--- config.mk ---
export PLATFORM = sky130hd
export DESIGN_NAME = ps2_key_flat
export DESIGN_NICKNAME = d
export VERILOG_FILES = /design/src/rtl/ps2_key_if.sv /design/src/rtl/ps2_key.sv /design/src/flat_wrapper.sv
export SDC_FILE = /design/constraint.sdc
export NUM_CORES = 1
export LEC_CHECK = 0
export CAP_MARGIN = 20
export CORE_MARGIN = 2
export CORE_UTILIZATION = 40
export DETAILED_ROUTE_END_ITERATION = 10
export SYNTH_ARGS = -nofsm -noshare
export SYNTH_HDL_FRONTEND = slang
export SYNTH_SLANG_ARGS = --single-unit
--- constraint.sdc ---
create_clock -name clk -period 2.95 [get_ports clk]
set_input_delay 0.59 -clock clk [delete_from_list [all_inputs] [get_ports clk]]
set_output_delay 0.59 -clock clk [all_outputs]
set_load 0.05 [all_outputs]
--- src/rtl/ps2_key_if.sv ---
// PS/2 receiver bus: raw keyboard pins in, decoded scan-code byte and strobe out.
interface ps2_key_if;
    logic       PS2_clk;
    logic       PS2_DAT;
    logic [7:0] data;
    logic       data_valid;

    modport master (output PS2_clk, output PS2_DAT, input data, input data_valid);
    modport slave  (input PS2_clk, input PS2_DAT, output data, output data_valid);
endinterface

--- src/rtl/ps2_key.sv ---
// PS/2 keyboard receiver: 11-bit frames to 8-bit scan codes with a one-cycle strobe.
// Optional break-code filter via `define PS2KEY_BREAK_FILTER_EN.
module ps2_key #(
    parameter int unsigned TIMEOUT_CYCLES = 50000
) (
    input  logic       clk,
    input  logic       rst,
    ps2_key_if.slave   ps2
);
    localparam int unsigned WD_W = $clog2(TIMEOUT_CYCLES + 1);

    typedef enum logic [1:0] {IDLE, DATA, PARITY, STOP} state_t;

    state_t          state, state_n;
    logic [1:0]      clk_sync, dat_sync;
    logic            clk_prev;
    logic [2:0]      index, index_n;
    logic [7:0]      shift, shift_n;
    logic            parity, parity_n;
    logic [WD_W-1:0] wdog, wdog_n;
    logic [7:0]      data, data_n;
    logic            valid, valid_n;
`ifdef PS2KEY_BREAK_FILTER_EN
    logic            skip, skip_n;
`endif
    logic            fall_c, bit_c;

    assign fall_c = clk_prev & ~clk_sync[1];
    assign bit_c  = dat_sync[1];

    assign ps2.data       = data;
    assign ps2.data_valid = valid;

    // State register plus synchronisers and datapath registers
    always_ff @(posedge clk) begin
        if (rst) begin
            clk_sync <= 2'b11;
            dat_sync <= 2'b11;
            clk_prev <= 1'b1;
            state    <= IDLE;
            index    <= 3'd0;
            shift    <= 8'h00;
            parity   <= 1'b0;
            wdog     <= '0;
            data     <= 8'h00;
            valid    <= 1'b0;
`ifdef PS2KEY_BREAK_FILTER_EN
            skip     <= 1'b0;
`endif
        end else begin
            clk_sync <= {clk_sync[0], ps2.PS2_clk};
            dat_sync <= {dat_sync[0], ps2.PS2_DAT};
            clk_prev <= clk_sync[1];
            state    <= state_n;
            index    <= index_n;
            shift    <= shift_n;
            parity   <= parity_n;
            wdog     <= wdog_n;
            data     <= data_n;
            valid    <= valid_n;
`ifdef PS2KEY_BREAK_FILTER_EN
            skip     <= skip_n;
`endif
        end
    end

    // Next-state, watchdog and accept logic; a detected edge always beats timeout
    always_comb begin
        state_n  = state;
        index_n  = index;
        shift_n  = shift;
        parity_n = parity;
        wdog_n   = wdog;
        data_n   = data;
        valid_n  = 1'b0;
`ifdef PS2KEY_BREAK_FILTER_EN
        skip_n   = skip;
`endif
        if (fall_c) begin
            wdog_n = '0;
            unique case (state)
                IDLE: begin
                    if (!bit_c) begin
                        state_n = DATA;
                        index_n = 3'd0;
                    end
                end
                DATA: begin
                    shift_n[index] = bit_c;
                    index_n        = index + 3'd1;
                    if (index == 3'd7) state_n = PARITY;
                end
                PARITY: begin
                    parity_n = bit_c;
                    state_n  = STOP;
                end
                STOP: begin
                    state_n = IDLE;
                    if (bit_c && ((^shift) ^ parity)) begin
`ifdef PS2KEY_BREAK_FILTER_EN
                        // 0xF0 and the byte following it are swallowed
                        if (skip) begin
                            skip_n = 1'b0;
                        end else if (shift == 8'hF0) begin
                            skip_n = 1'b1;
                        end else begin
                            data_n  = shift;
                            valid_n = 1'b1;
                        end
`else
                        data_n  = shift;
                        valid_n = 1'b1;
`endif
                    end
                end
            endcase
        end else if (state != IDLE) begin
            if (wdog == WD_W'(TIMEOUT_CYCLES)) begin
                state_n = IDLE;
                wdog_n  = '0;
            end else begin
                wdog_n = wdog + WD_W'(1);
            end
        end else begin
            wdog_n = '0;
        end
    end
endmodule

--- src/flat_wrapper.sv ---
// flat-port wrapper written by rule: the top's interface ports become plain ports
module ps2_key_flat 
#(
    parameter int unsigned TIMEOUT_CYCLES = 50000
)
  (clk, rst, ps2_PS2_clk, ps2_PS2_DAT, ps2_data, ps2_data_valid);
  ps2_key_if ps2_i ();
  input  logic clk;
  input  logic rst;
  input wire logic [$bits(ps2_i.PS2_clk)-1:0] ps2_PS2_clk;
  input wire logic [$bits(ps2_i.PS2_DAT)-1:0] ps2_PS2_DAT;
  output wire logic [$bits(ps2_i.data)-1:0] ps2_data;
  output wire logic [$bits(ps2_i.data_valid)-1:0] ps2_data_valid;
  assign ps2_i.PS2_clk = ps2_PS2_clk;
  assign ps2_i.PS2_DAT = ps2_PS2_DAT;
  assign ps2_data = ps2_i.data;
  assign ps2_data_valid = ps2_i.data_valid;
  ps2_key #(.TIMEOUT_CYCLES(TIMEOUT_CYCLES)) u_core (.clk(clk), .rst(rst), .ps2(ps2_i));
endmodule
==> impl_results.md <==
- Mapped Cells: 219
- Relative slew slack: 0.585
- Mapped Avg Cell Area: 9.38 um2
- Leak: 0.780 nW
- Routed WL per cell: 11.7 um
- Post-synthesis sequential area ratio: 0.429
- Cell with the most instances after synthesis: dfxtp_1
- Number of fill cells: 500
- Resize count post-CTS: 0
- Worst-Margin Slew: around 600 ps
- CTS Root Cell: clkbuf_8
- Final Hold Viols: 0
- Worst endpoint required time: between 2000 and 2500 ps
- Syn Nets: 231
- I/O pin total: 13
- Total CTS buffers: 5
- Pwr Density: 432 mW/mm2
- Post-DP HPWL: approximately 2400 um
- Async set or reset register ratio after synthesis: 0
- Critical Path Sink Type: output pin
- Largest cells by area after synthesis: dfxtp_1, mux2i_1, ha_1
- Starting Density: 0.407
- Clock-pin transition on the worst setup and hold timing paths: roughly 70 ps
- Final period util: 0.682
- Die extent in x: 75.7 um
- CP peak stage delay: roughly 800 ps
- Gr ovfl total: 0
- Hold-critical path depth: 1
- CP Data Arrival Time: around 1400 ps
- VDD IR max: between 0.0003 and 0.0004 V
- Crit Path Class: reg -> out
- Fin Hold WS: around 410 ps
- Setup Buffers After CTS: 0
- Biggest area consumer among synthesized cells: dfxtp_1
- Max_cap viols: 0
- Detail Route Antenna Nets: 0
- CTS tree: built
- Slowest cell on crit path: clkdlybuf4s50_1
- Final Net Count: between 200 and 250
- Vias/cell: slightly below 5
- CP bufs+invs: 1
- Clock Path Buffers: 2
- RSZ-0062 raised after global routing: false
- Max-slew violations: 0
- Initial DRT Pass Iterations: 4
- Die height: around 76 um
- Cell variety after synth: 35
- Initial antenna violation count: 0
- Setup TNS: 0 ps
- Drt drc: 0
- CP Max Fanout: 2
- R2R depth: 6
- H-tree depth: 2
- Worst-Skew Late Latency: 280 ps
- Vias: about 1500
- IO Port Bufs: 12
- DIE AREA: ~0.0057 mm2
- Area grow syn2layout: 11.9%
- First-pass GRT wire length: ~6000 um
- Post-synth EDFFs: 0
- Ant. Diodes: 0
- Core footprint: just over 0.005 mm2
- Post-synth top area share: 0.429
- Cell area after synthesis: between 0.002 and 0.0025 mm2
- Final Setup Violations: 0
- Number of DRC markers in iteration 0: a little under 80
- Pin count of the biggest net entering global routing: 37
- # clock sinks: 44
- Ys flop type: dfxtp_1
- Hold Path Class: reg -> reg
- CP Depth: 1
- Fraction of layout cells with a size suffix above 1: 0.0573
- Row Count: 26
- Warnings from Yosys: 0
- Post-synth top cells: dfxtp_1, nor2_1, mux2i_1, nand2b_1, nand2_1
- CP cell instances: clkdlybuf4s50_1
- Placer Congestion: 0.741
- Max Clk Rate: roughly 500 MHz
- Cts hold-fix bufs: 0
- Routed wire length: about 3500 um
- Skew final: just under 3 ps
- Outcome: finished, final reports clean
- Crit path launch type: flop
- Seq cells post-synth: 44
- CP top delay family: buffers and inverters
- Period minus WS final: just over 2000 ps
- Vias in the first global route: approximately 1300
- Tot GR Track Use: 0.135
per-stage QoR:
| stage | total power, mW | instances | setup WS (ps) | area (um2) | util |
|---|---|---|---|---|---|
| after CTS | 1.01 | 297 | 919 | 2300 | 0.456 |
| final | 0.993 | 297 | 939 | 2300 | 0.456 |
| after global routing | 1.04 | 297 | 874 | 2300 | 0.456 |
| after global placement | 0.681 | 292 | 945 | 2230 | 0.442 |
| after detailed placement | 0.680 | 292 | 914 | 2230 | 0.442 |
| after floorplan | 0.665 | 219 | 1390 | 2050 | - |
path summary, 6_finish.rpt:
kind	slack [ps]	startpoint	end
worst min register to register	410	u_core.dat_sync[0]	u_core.dat_sync[1]
worst min-delay path	410	u_core.dat_sync[0]	u_core.dat_sync[1]
worst max register to register	1160	u_core.wdog[0]	u_core.wdog[8]
worst max-delay path	940	u_core.ps2.data[4]	ps2_data[4]
flip-flops by register name, summed over array words and instances, names as in the netlist:
| signal | cells |
|---|---|
| u_core.ps2.data | 8 |
| u_core.ps2.data_valid | 1 |
| u_core.clk_sync | 2 |
| u_core.state | 2 |
| u_core.wdog | 16 |
| u_core.clk_prev | 1 |
| u_core.parity | 1 |
| u_core.index | 3 |
| u_core.shift | 8 |
| u_core.dat_sync | 2 |
cell usage in the layout, fill, tap and decap left out, types with 4 or more instances in the layout:
master,count
clkbuf_8,5
clkdlybuf4s50_1,12
o21ai_0,6
nand2_1,10
xor2_1,9
a21oi_1,8
inv_1,7
nand3_1,7
xnor2_1,4
ha_1,8
nand2b_1,16
nand4_1,9
or2_2,5
mux2i_1,16
nor2_1,24
or3_1,4
dfxtp_1,44
cell families after synthesis:
family | Yosys count | share of synthesized area
multiplexers | 17 | 0.0889
buffers and inverters | 17 | 0.0323
adder cells (fa/ha/maj) | 8 | 0.0487
flip-flops | 44 | 0.429
AO/OA/AOI/OAI | 21 | 0.0603
AND/OR/NAND/NOR | 97 | 0.264
XOR/XNOR | 15 | 0.0773
power by group:
part	internal, mW	total (mW)	switching [mW]
sequential	0.601	0.610	0.00899
combinational	0.0243	0.0565	0.0322
clock	0.153	0.327	0.174
total	0.778	0.993	0.215
area by class of cell:
type                            count  area [um2]  area share
Tap cell                           70        87.6      0.0381
Multi-Input combinational cell    158        1110       0.482
Inverter                            7        26.3      0.0114
Clock buffer                        5        68.8      0.0299
Timing Repair Buffer               13         128      0.0555
Sequential cell                    44         881       0.383
routing by layer:
layer / vias up / GRT usage / share of wire
li1: 769 / - / -
met1: 686 / 0.186 / 0.53
met2: 17 / 0.205 / 0.43
met3: 4 / 0.0397 / 0.026
met4: 0 / 0.0409 / 0.011
met5: - / 0 / 0
Power figures use the tool's default switching activity.
